<file path="src/rtl/adder_pkg.sv">
// Shared constants for the carry-lookahead adder family.
package adder_pkg;
    localparam int BW_DATA = 4;
endpackage

</file>
<file path="src/rtl/pfa.sv">
// Partial full adder: per-bit generate/propagate plus the sum once the carry is known.
module pfa (
    input  logic a,
    input  logic b,
    input  logic c,
    output logic g,
    output logic p,
    output logic s
);
    assign g = a & b;
    assign p = a ^ b;
    assign s = p ^ c;
endmodule

</file>
<file path="src/rtl/cla_4b.sv">
// 4-bit carry-lookahead adder with group generate/propagate and a registered result.
module cla_4b
    import adder_pkg::*;
(
    input  logic               i_clk,
    input  logic               i_rst,
    input  logic [BW_DATA-1:0] i_a,
    input  logic [BW_DATA-1:0] i_b,
    input  logic               i_c,
    output logic [BW_DATA-1:0] o_s,
    output logic               o_c,
    output logic               o_gg,
    output logic               o_gp,
    output logic [BW_DATA-1:0] o_s_q,
    output logic               o_c_q
);
    logic [BW_DATA-1:0] g;
    logic [BW_DATA-1:0] p;
    logic [BW_DATA-1:0] s;
    logic [BW_DATA:0]   c;
    logic [BW_DATA-1:0] s_d;
    logic [BW_DATA-1:0] s_q;
    logic               c_d;
    logic               c_q;

    for (genvar k = 0; k < BW_DATA; k++) begin : g_bit
        pfa u_pfa (
            .a (i_a[k]),
            .b (i_b[k]),
            .c (c[k]),
            .g (g[k]),
            .p (p[k]),
            .s (s[k])
        );
    end

    // Every carry is a flat sum of products on g/p and the carry-in, never on another carry.
    assign c[0] = i_c;
    assign c[1] = g[0] | (p[0] & i_c);
    assign c[2] = g[1] | (p[1] & g[0]) | (p[1] & p[0] & i_c);
    assign c[3] = g[2] | (p[2] & g[1]) | (p[2] & p[1] & g[0]) | (p[2] & p[1] & p[0] & i_c);
    assign c[4] = g[3] | (p[3] & g[2]) | (p[3] & p[2] & g[1]) | (p[3] & p[2] & p[1] & g[0])
                | (p[3] & p[2] & p[1] & p[0] & i_c);

    assign o_gp = &p;
    assign o_gg = g[3] | (p[3] & g[2]) | (p[3] & p[2] & g[1]) | (p[3] & p[2] & p[1] & g[0]);
    assign o_s  = s;
    assign o_c  = c[BW_DATA];

    always_comb begin
        s_d = s;
        c_d = c[BW_DATA];
    end

    always_ff @(posedge i_clk) begin
        if (i_rst) begin
            s_q <= '0;
            c_q <= 1'b0;
        end else begin
            s_q <= s_d;
            c_q <= c_d;
        end
    end

    assign o_s_q = s_q;
    assign o_c_q = c_q;
endmodule

</file>
<file path="config.mk">
export PLATFORM = sky130hd
export DESIGN_NAME = cla_4b
export DESIGN_NICKNAME = d
export VERILOG_FILES = /design/src/rtl/adder_pkg.sv /design/src/rtl/pfa.sv /design/src/rtl/cla_4b.sv
export SDC_FILE = /design/constraint.sdc
export NUM_CORES = 1
export LEC_CHECK = 0
export ABC_AREA = 1
export BUFFER_PORTS_ARGS = -buffer_cell sky130_fd_sc_hd__buf_2
export CAP_MARGIN = 20
export CORE_AREA = 2 2 39 41
export CTS_CLUSTER_SIZE = 28
export DETAILED_ROUTE_END_ITERATION = 7
export DIE_AREA = 0 0 41 43
export MAX_ROUTING_LAYER = met4
export PLACE_DENSITY = 0.68
export RECOVER_POWER = 50
export SETUP_SLACK_MARGIN = 0.5
export SYNTH_ARGS = -nofsm -noshare
export SYNTH_HDL_FRONTEND = slang
export SYNTH_SLANG_ARGS = --single-unit
</file>
<file path="constraint.sdc">
create_clock -name i_clk -period 1.25 [get_ports i_clk]
set_input_delay 0 -clock i_clk [delete_from_list [all_inputs] [get_ports i_clk]]
set_output_delay 0 -clock i_clk [all_outputs]
set_load 0.1 [all_outputs]
</file>
Yosys cells after proc, flatten, opt, wreduce, memory -nomap -nowiden
Cells that the tools add are included.
- register bits after elaboration: 5
- input port bits: 11
- output and inout bits: 12
- logic and storage cells: 41
- bitwise logic cells: 38
- reduce and logical (&&, ||, !) cells: 1
- operators with widths (cell ; count):
    $and 1x1->1 ; 20
    $or 1x1->1 ; 10
    $xor 1x1->1 ; 8
    $reduce_and 4->1 ; 1

Longest topological paths before layout
Gate-level depths: netlist of the first run.
- word-level depth: 6
- gate-level depth with buffers: 9
- depth with buffers taken out: 8

By module
A second synthesis of the first run with hierarchy kept.
- cells, all modules: 57
- area, all modules: 355.3 um^2
- modules (own cells, without submodules) (module ; times used ; cells each ; area an instance (um^2) ; sequential area each (um^2)):
    cla_4b ; 1 ; 33 ; 230.2 ; 100.1
    pfa ; 4 ; 6 ; 31.3 ; 0.0

Least setup slack after synthesis of the first run
Ideal clock, no wire load.
- path type: input port to output port
- start point: input port i_a[2]
- end point: output port o_c
- data arrival time: 2018 ps
- required time: 1250 ps
- slack: -768 ps
- stages: 5
- buffers on the path: 0
- path through: ha_1 > nand2_1 > o21ai_2 > nor2_2 > inv_1
- cells in the longest elaborated chain, start to end: 6
- elaborated cells on any way between the ends: 13
- classes of those cells: 13 x bitwise
- RTL lines (element ; line ; source):
    start, declared ; cla_4b.sv:7 ; input logic [BW_DATA-1:0] i_a,
    $and 1x1->1 / $xor 1x1->1 (equally long branches) ; pfa.sv:10, pfa.sv:11 ;
    $and 1x1->1 ; - ;
    $or 1x1->1 / $and 1x1->1 (equally long branches) (2 in series) ; - ;
    $or 1x1->1 (*) ; - ;
    named net o_gg ; cla_4b.sv:12 ; output logic o_gg,
    $or 1x1->1 (*) ; cla_4b.sv:43 ; | (p[3] & p[2] & p[1] & p[0] & i_c);
    end, declared ; cla_4b.sv:11 ; output logic o_c,
The timed path passes the listed nets; every way through them passes the cells marked *.

Final worst setup path of the first run
- start point: input port i_a[1]
- end point: output port o_gp
- cells in the longest elaborated chain, start to end: 2
- RTL lines (element ; line ; source):
    $xor 1x1->1 ; pfa.sv:11 ; assign p = a ^ b;
    $reduce_and 4->1 ; cla_4b.sv:45 ; assign o_gp = &p;
    end, declared ; cla_4b.sv:13 ; output logic o_gp,
Every way passes these cells.

==> metrics.md, run 1 <==
| Metric | Value |
|---|---|
| CP Class | in -> out |
| Chip Height | 43 um |
| Final Hold Vio Count | 0 |
| Synth area leaders | dfxtp_1, ha_1, nand2_1 |
| RSZ-0062 raised after global routing | yes |
| CP Data Required Time | 1.25 ns |
| Post-layout minimum cycle time | 1.055 ns |
| Outcome | finished clean |
| Number of fillers in the final layout | 108 |
| Final ANT Viol Nets | 0 |
| GP Congestion | 0.7784 |
| Vias per cell | 4.667 |
| Share of post-route cells with drive strength above 1 | between 70% and 80% |
| Synth Area per Inst | 7.261 sq um |
| GRT overflow | 0 |
| Total GRT Usage | 20.27% |
| Syn Nets | between 70 and 80 |
| Crit-path max FO | 7 |
| CTS H-tree lvls | 1 |
| DRT iter0 DRCs | 8 |
| Leakage | 0.4265 nW |
| Worst stage delay on the critical path | 0.45 ns |
| Crit. End Element | primary output |
| Design area | between 900 and 1000 sq um |
| Non-filler cells in the finished layout | 105 |
| Routed WL | 1.336 mm |
| Layout Nets | 107 |
| Sequential area share after synthesis | between 20% and 30% |
| Longest Clk Path Bufs | 2 |
| Vias | slightly below 500 |
| FF+latch count, synth | 5 |
| First-pass GRT wire length | between 2 and 2.5 mm |
| DR pass1 iterations | 4 |
| Hold Crit Class | in -> reg |
| MaxCap Viol Count | 0 |
| Chip width | 41 um |
| Yosys top cell by area | dfxtp_1 |
| Slowest-stage cell, CP | clkbuf_2 |
| Syn-to-layout area delta | 126.8% |
| Clock Tree Root | clkbuf_4 |
| Period utilization | 84.40% |
| CTS Sinks | 5 |
| Io pins | 23 |
| Final Power | 1.211 mW |
| Clock Pin Slew Worst Setup and Hold Paths | 0.04 ns |
| Setup TNS | 0 ns |
| Post-synth cell types | 16 |
| DP Wirelength | 721.1 um |
| Dpl cell area | 705.7 sq um |
| Slew Viols, Final | 0 |
| Initial core utilization | between 20% and 30% |
| IO Port Bufs | 22 |
| Startpoint types | primary input |
| Number of global-route vias before repair | 473 |
| Slew HR | 62.86% |
| Largest net degree at the start of global routing | 8 |
| Initial antenna violation count | 0 |
| Routed length per placed instance | 12.72 um |
| Synthesized area | 406.6 sq um |
| Number of CTS-inserted buffers | 3 |
| Placed Cells | 90 |
| Arrival @ worst endpoint | ~1.1 ns |
| Die ar. | 1763 sq um |
| Fin util | between 60 and 70% |
| Total power per unit cell area | 1313 nW/um^2 |
| Gate Count Post-Synth | between 50 and 60 |
| Share of the synthesized area in the top cell type | 24.62% |
| CP cell instances | buf_6, ha_4, nand2_2, nor2_4, clkbuf_2 |
| CTS tree | done |
| Final setup fails | 0 |
| YS warnings | 0 |
| Worst-margin pin slew | 0.5595 ns |
| Core area | 1384 sq um |
| Most frequent cells in the layout | buf_6, buf_4, nand2_1, clkbuf_2, buf_12 |
| Most common cell after layout, fill and taps aside | buf_6 |
| Maximum vdd drop | 0.7317 mV |
| N_diodes | 0 |
| Rows | 14 |
| DRC | 0 |
| Fmax | 947.9 MHz |
flip-flops by register name, summed over array words and instances (netlist names):
name,count
o_s_q,4
o_c_q,1
power breakdown:
| part | switching, mW | internal [mW] |
|---|---|---|
| clock | 0.0671 | 0.121 |
| combinational | 0.540 | 0.297 |
| sequential | 0.00567 | 0.180 |
cell type report:
| type | instances | area (sq um) | area share, % |
|---|---|---|---|
| Inverter | 9 | 47.55 | 5.156 |
| Sequential cell | 5 | 106.4 | 11.53 |
| Tap cell | 16 | 20.02 | 2.171 |
| Multi-Input combinational cell | 38 | 385.4 | 41.79 |
| Clock buffer | 4 | 26.28 | 2.849 |
| Timing Repair Buffer | 33 | 336.6 | 36.50 |
cells by family after synthesis:
| kind of cell | synth area share (%) |
|---|---|
| AO/OA/AOI/OAI | 7.078 |
| buffers and inverters | 15.69 |
| flip-flops | 24.62 |
| adder cells (fa/ha/maj) | 20.31 |
| AND/OR/NAND/NOR | 32.31 |
layer usage:
layer  part of all wire [%]  global-route usage [%]  up-vias
met5                      0                       -        -
met4                    3.3                   8.000        0
met3                    5.6                   8.377        6
met2                     57                   30.63       21
met1                     34                   22.83      219
li1                       -                       -      244
cells in the mapped netlist:
master and count:
nand3_1 3, inv_1 9, nand2_1 12, nand2_2 1, nand4_1 2, a21oi_1 4, o21ai_2 1, nor2_1 3
dfxtp_1 5, or2_2 1, or2_0 1, ha_1 5, nor2_2 3, buf_4 4, fa_1 1, nor3_2 1
worst paths after layout:
path,start,endpoint,depth (start not counted)
setup / recovery,i_a[1],o_gp,5
hold / removal,i_a[0],o_s_q[0],4
what timing repair did:
action                                  4_1_cts  5_1_grt
resized for setup                            46        4
endpoints found under the hold margin         4        0
pin swaps                                    13        8
endpoints found under the setup margin       13       15
hold buffers                                  1        0
setup buffers                                10        0
worst max-delay path, delay by kind of cell:
| family | cells | cell delay, ns |
|---|---|---|
| buffers and inverters | 2 | 0.55 |
| AND/OR/NAND/NOR | 2 | 0.19 |
| adder cells (fa/ha/maj) | 1 | 0.31 |
through the flow:
stage | hold slack (ns) | setup WS, ns
global route | 0.2355 | 0.1519
detailed placement | 0.2413 | 0.06122
global placement | 0.2393 | 0.06966
CTS | 0.2041 | 0.2189
finish | 0.2271 | 0.1950
floorplan | 0.05948 | -0.1401
(Power assumes the default switching activity.)
==> run 2, diff against run 1 <==
Settings changed: ABC_AREA 1 to 0, PLACE_DENSITY 0.68 to 0.67.
Clock period 1.25 ns to 1 ns, I/O delays scaled along.
==> metrics.md, run 2 <==
| Metric | Value |
|---|---|
| Arrival @ worst endpoint | 1.16 ns (+0.11 ns) |
| Synthesized area | 390.4 sq um (-4.0%) |
| Slew HR | 77.16% (+14 points) |
| Slowest-stage cell, CP | a41o_1 |
| CTS H-tree lvls | 1 (unchanged) |
| Initial antenna violation count | 0 (unchanged) |
| GRT overflow | 0 (unchanged) |
| Hold Crit Class | in -> reg |
| Core area | 1384 sq um (unchanged) |
| Number of fillers in the final layout | 89 (-18%) |
| Synth area leaders | dfxtp_1, ha_1, buf_4 |
| Syn-to-layout area delta | 161.9% |
| DRT iter0 DRCs | 7 (-1) |
| Slew Viols, Final | 0 (unchanged) |
| Routed length per placed instance | 13.36 um (+5.0%) |
| Clock share of power | 13.7% (-1.8 points) |
| CTS Sinks | 5 (unchanged) |
| Leakage | 0.4704 nW (+10%) |
| Switching share of power | 48.61% (-2.0 points) |
| Crit-path max FO | 2 (-5) |
| Post-synth EDFFs | 0 (unchanged) |
| Startpoint types | primary input |
| Chip Height | 43 um (unchanged) |
| DR pass1 iterations | 6 (+2) |
| Most common cell after layout, fill and taps aside | buf_6 |
| DRC | 0 (unchanged) |
| GP Congestion | 0.7950 (+2.1%) |
| Outcome | complete, but fails checks |
| Fmax | 864.1 MHz |
| Yosys top cell by area | dfxtp_1 |
| Final ANT Viol Nets | 0 (unchanged) |
| Post-layout minimum cycle time | 1.157 ns |
| Buf/Inv on CP | 2 (unchanged) |
| Share of post-route cells with drive strength above 1 | 82.28% (+4.8 points) |
| Failing checks | setup timing |
| CP Data Required Time | 1.00 ns (-0.25 ns) |
| DR WL met3 | 65 um (-13%) |
| MaxCap Viol Count | 0 (unchanged) |
| Syn Nets | 59 (-19%) |
| Total power per unit cell area | 1583 nW/um^2 (+21%) |
| Layout Nets | 97 (-9.3%) |
| Period utilization | 115.7% |
| Number of global-route vias before repair | 470 (-0.63%) |
| RSZ-0062 raised after global routing | yes |
| M1 WL | 461 um (+0.66%) |
| FF+latch count, synth | 5 (unchanged) |
| Crit. End Element | primary output |
| Non-filler cells in the finished layout | 95 (-9.5%) |
| IO Port Bufs | 22 (unchanged) |
| Rows | 14 (unchanged) |
| Chip width | 41 um (unchanged) |
| Internal power | 0.8318 mW (+39%) |
| Most frequent cells in the layout | buf_6, buf_12, clkbuf_4, buf_4, dfxtp_4 |
| Synth Area per Inst | 9.295 sq um (+28%) |
| Final Power | 1.619 mW (+34%) |
| Post-synthesis async set-or-reset flop share | 0% (unchanged) |
| Sequential area share after synthesis | 25.64% (+1.0 points) |
| Post-synth cell types | 18 (+2) |
| Share of the synthesized area in the top cell type | 25.64% (+1.0 points) |
| N_diodes | 0 (unchanged) |
| Clock Pin Slew Worst Setup and Hold Paths | 0.04 ns (about the same) |
| Post-synth top cells | dfxtp_1, ha_1, buf_4, inv_1 |
| Wire length on met2 | 742 um (-2.0%) |
| Final Hold Vio Count | 0 (unchanged) |
| CP Class | in -> out |
| Hold WS | 0.06056 ns (-0.1665 ns) |
| First-pass GRT wire length | 1.911 mm (-15%) |
| Placed Cells | 82 (-8.9%) |
| Initial core utilization | 28.21% (-1.2 points) |
| Clock Tree Root | clkbuf_4 |
| Gate Count Post-Synth | 42 (-25%) |
| Number of CTS-inserted buffers | 3 (unchanged) |
| Top routing layer used | met3 |
| YS warnings | 0 (unchanged) |
| Total GRT Usage | 16.49% (-3.8 points) |
| CTS tree | done |
| Longest Clk Path Bufs | 2 (unchanged) |
| Die ar. | 1763 sq um (unchanged) |
| Largest net degree at the start of global routing | 8 (unchanged) |
| Vias per cell | 4.589 (-1.7%) |
| Post-route setup slack | -0.1572 ns (-0.3522 ns) |
| Final setup fails | 7 (+7) |
| CP cell instances | buf_6, ha_4, a41o_1, a21oi_2, xnor2_2, buf_16 |
| Max reg flops | 4 (unchanged) |
| Io pins | 23 (unchanged) |
| Maximum vdd drop | 0.6069 mV (-17%) |
| Critical path's top delay family | compound AO/OA/AOI/OAI gates |
| Pre-CTS setup slack | -0.1996 ns (-0.2609 ns) |
| Worst-margin pin slew | 0.3402 ns (-0.2193 ns) |
| Synth Flop Type | dfxtp_1 |
| Routed WL | 1.269 mm (-5.0%) |
| Seq pwr share | 14.6% (-0.8 points) |
| DP Wirelength | 805.1 um (+12%) |
| Vias | 436 (-11%) |
| Worst stage delay on the critical path | 0.25 ns (-0.20 ns) |
| Combinational Power Share | 71.8% (+2.7 points) |
| Psw | 0.7869 mW (+28%) |
| Setup TNS | -0.6128 ns (-0.6128 ns) |
==> run 2: cell count changes after synthesis, moves of 2 or more <==
| cell | previous run | this run |
|---|---|---|
| xnor2_1 | 0 | 3 |
| nand2_1 | 12 | 2 |
| nand4_1 | 2 | 0 |
| nor2_2 | 3 | 0 |
| nor2b_1 | 0 | 3 |
| a21oi_2 | 0 | 2 |
| a21oi_1 | 4 | 1 |
| a21o_1 | 0 | 2 |
| inv_1 | 9 | 4 |
==> run 2: stage by stage <==
step | instance area, sq um | util [%]
after floorplan | 534.3 | -
after global placement | 835.8 | 60.40
after detailed placement | 835.8 | 60.40
after CTS | 1001 | 72.33
after global routing | 1022 | 73.87
final | 1022 | 73.87
==> run 2: cell families after synthesis <==
| group | share of synthesized area, % |
|---|---|
| flip-flops | 25.64 |
| multiplexers | 6.729 |
| buffers and inverters | 11.54 |
| XOR/XNOR | 6.732 |
| AND/OR/NAND/NOR | 14.42 |
| adder cells (fa/ha/maj) | 21.15 |
| AO/OA/AOI/OAI | 13.78 |
==> run 2: worst paths after layout <==
| path | depth (start not counted) | endpoint | start |
|---|---|---|---|
| min | 2 | o_c_q | i_rst |
| max | 6 | o_s[3] | i_a[2] |
==> run 2: per-layer routing <==
layer | vias to the layer above | global-route usage [%]
met3 | 0 | 3.665
met1 | 208 | 17.15
met4 | 0 | 10.00
met2 | 14 | 26.56
met5 | - | -
li1 | 214 | -
==> run 2: cell type report <==
cell class	instances	area, sq um	share of cell area [%]
flip-flops and latches	5	118.9	11.63
inverters	4	25.02	2.448
clock buffers	4	26.28	2.570
repair buffers	37	450.4	44.06
multi-input cells	29	381.6	37.33
well taps	16	20.02	1.958
==> run 2: repair_timing <==
| item | 4_1_cts | 5_1_grt |
|---|---|---|
| setup endpoints to repair | 17 | 17 |
| hold endpoints to repair | 2 | 0 |
| pin swaps | 10 | 6 |
| resized for setup | 20 | 10 |
| gates cloned | 0 | 0 |
| buffers inserted | 7 | 2 |
==> run 2: power groups by stage <==
stage	logic, mW	registers (mW)	clock network [mW]
CTS	1.15	0.245	0.236
detailed placement	1.06	0.248	0
finish	1.16	0.236	0.221
global placement	1.05	0.247	0
floorplan	0.597	0.404	0
global route	1.20	0.237	0.247
==> run 3, diff against run 2 <==
Settings changed: ABC_AREA 0 to 1, PLACE_DENSITY 0.67 to 0.68.
==> metrics.md, run 3 (synthesized netlist as in run 1, its figures left out) <==
| Metric | Value |
|---|---|
| Maximum vdd drop | 0.7125 mV (+17%) |
| Arrival @ worst endpoint | 1.10 ns (-0.06 ns) |
| Worst stage delay on the critical path | 0.24 ns (about the same) |
| Initial antenna violation count | 0 (unchanged) |
| Leakage | 0.5140 nW (+9.3%) |
| DR pass1 iterations | 4 (-2) |
| Slew Viols, Final | 0 (unchanged) |
| Slowest-stage cell, CP | ha_4 |
| Psw | 0.7867 mW (about the same) |
| Initial core utilization | 29.39% (+1.2 points) |
| Hold Path Stages | 2 (unchanged) |
| Number of global-route vias before repair | 512 (+8.9%) |
| Worst-margin pin slew | 0.1799 ns (-0.1604 ns) |
| Combinational Power Share | 71.7% (about the same) |
| CTS H-tree lvls | 1 (unchanged) |
| Layout Nets | 114 (+18%) |
| MaxCap Viol Count | 0 (unchanged) |
| Chip width | 41 um (unchanged) |
| Final Hold Vio Count | 1 (+1) |
| Outcome | complete, but fails checks |
| DRT iter0 DRCs | 5 (-2) |
| CP Data Required Time | 1.00 ns (about the same) |
| DRC | 0 (unchanged) |
| CTS tree | done |
| WP depth | 9 (+3) |
| Startpoint types | primary input |
| Clock share of power | 13.9% (+0.2 points) |
| Vias per cell | 4.688 (+2.1%) |
| Largest net degree at the start of global routing | 9 (+1) |
| Crit-path max FO | 3 (+1) |
| Routed WL | 1.369 mm (+7.9%) |
| CP Class | in -> out |
| Failing checks | hold timing, setup timing |
| Most common cell after layout, fill and taps aside | buf_6 |
| Final ANT Viol Nets | 0 (unchanged) |
| Non-filler cells in the finished layout | 112 (+18%) |
| Hold WS | -0.005022 ns (-0.06558 ns) |
| IO Port Bufs | 22 (unchanged) |
| Rows | 14 (unchanged) |
| Longest Clk Path Bufs | 2 (unchanged) |
| RSZ-0062 raised after global routing | yes |
| Slew HR | 87.96% (+11 points) |
| Seq pwr share | 14.4% (-0.2 points) |
| Final setup fails | 5 (-2) |
| Clock Pin Slew Worst Setup and Hold Paths | 0.04 ns (about the same) |
| Chip Height | 43 um (unchanged) |
| Internal power | 0.8719 mW (+4.8%) |
| Number of fillers in the final layout | 69 (-22%) |
| Area occupied by multi-input gates | 391.6 sq um (+2.6%) |
| Crit path top cell by count | nand2_1 |
| DP Wirelength | 844.1 um (+4.8%) |
| Most frequent cells in the layout | buf_6, buf_12, buf_4 |
| Vias | 525 (+20%) |
| Critical path's top delay family | simple AND/OR/NAND/NOR gates |
| CP cell instances | buf_6, ha_4, or2_0, nand2_1, nand2_1, nand2_1, nand2_2, inv_2, buf_12 |
| GP Congestion | 0.7269 (-8.6%) |
| N_diodes | 0 (unchanged) |
| Post-layout minimum cycle time | 1.098 ns (-0.05911 ns) |
| First-pass GRT wire length | 1.966 mm (+2.9%) |
| Number of CTS-inserted buffers | 3 (unchanged) |
| Share of post-route cells with drive strength above 1 | 81.25% (-1.0 points) |
| Placed Cells | 99 (+21%) |
| Period utilization | 109.8% (-5.9 points) |
| Total power per unit cell area | 1465 nW/um^2 (-7.5%) |
| GRT overflow | 0 (unchanged) |
| Fmax | 910.7 MHz (+5.4%) |
| CTS Sinks | 5 (unchanged) |
| Post-route setup slack | -0.09811 ns (+0.05911 ns) |
| Routed length per placed instance | 12.22 um (-8.5%) |
| Hold Crit Class | in -> reg |
| Core area | 1384 sq um (unchanged) |
| Max reg flops | 4 (unchanged) |
| Io pins | 23 (unchanged) |
| Syn-to-layout area delta | 178.5% |
| Buf/Inv on CP | 3 (+1) |
| Final Power | 1.659 mW (+2.5%) |
| Crit. End Element | primary output |
| Seq. cell area | 118.9 sq um (unchanged) |
| Die ar. | 1763 sq um (unchanged) |
| Total GRT Usage | 16.84% (+0.34 points) |
| Clock Tree Root | clkbuf_4 |
| Switching share of power | 47.43% (-1.2 points) |
## run 3: area by class of cell
| cell class | count | area share (%) |
|---|---|---|
| Inverter | 9 | 4.199 |
| Clock buffer | 4 | 2.320 |
| Tap cell | 16 | 1.768 |
| Multi-Input combinational cell | 38 | 34.59 |
| Timing Repair Buffer | 40 | 46.63 |
| Sequential cell | 5 | 10.50 |
## run 3: power groups by stage
stage / clock, mW / sequential, mW / combinational [mW]
6_report: 0.230 / 0.239 / 1.19
5_1_grt: 0.259 / 0.241 / 1.23
4_1_cts: 0.241 / 0.240 / 1.12
3_5_place_dp: 0 / 0.243 / 0.987
3_3_place_gp: 0 / 0.243 / 0.978
2_1_floorplan: 0 / 0.387 / 0.583
## run 3: what timing repair did
item / in CTS / in global routing
endpoints found under the setup margin: 17 / 17
buffers inserted: 6 / 3
resized for setup: 25 / 15
hold endpoints to repair: 5 / 2
pin swaps: 11 / 8
## run 3: metrics by stage
stage / setup WS [ns] / util, % / instance area (sq um) / setup TNS, ns
after floorplan: -0.3901 / - / 563.0 / -0.7340
after global placement: -0.1549 / 62.21 / 860.8 / -0.6558
after detailed placement: -0.1793 / 62.21 / 860.8 / -0.8422
after CTS: -0.06489 / 75.32 / 1042 / -0.1723
after global routing: -0.1589 / 81.83 / 1132 / -0.5442
final: -0.09811 / 81.83 / 1132 / -0.3173
## run 3: final timing paths
check	from	slack (ns)	endpoint
worst max-delay path	i_a[2]	-0.1	o_s[3]
worst min-delay path	i_rst	-0.005	o_s_q[2]
## run 3: layer usage
metal / wire (um) / vias to the layer above / global-route usage [%] / share of wire (%)
li1: - / 253 / - / -
met5: 0 / - / - / 0
met2: 788 / 19 / 28.44 / 58
met1: 493 / 247 / 16.61 / 36
met3: 54 / 6 / 3.141 / 3.9
met4: 33 / 0 / 10.00 / 2.4
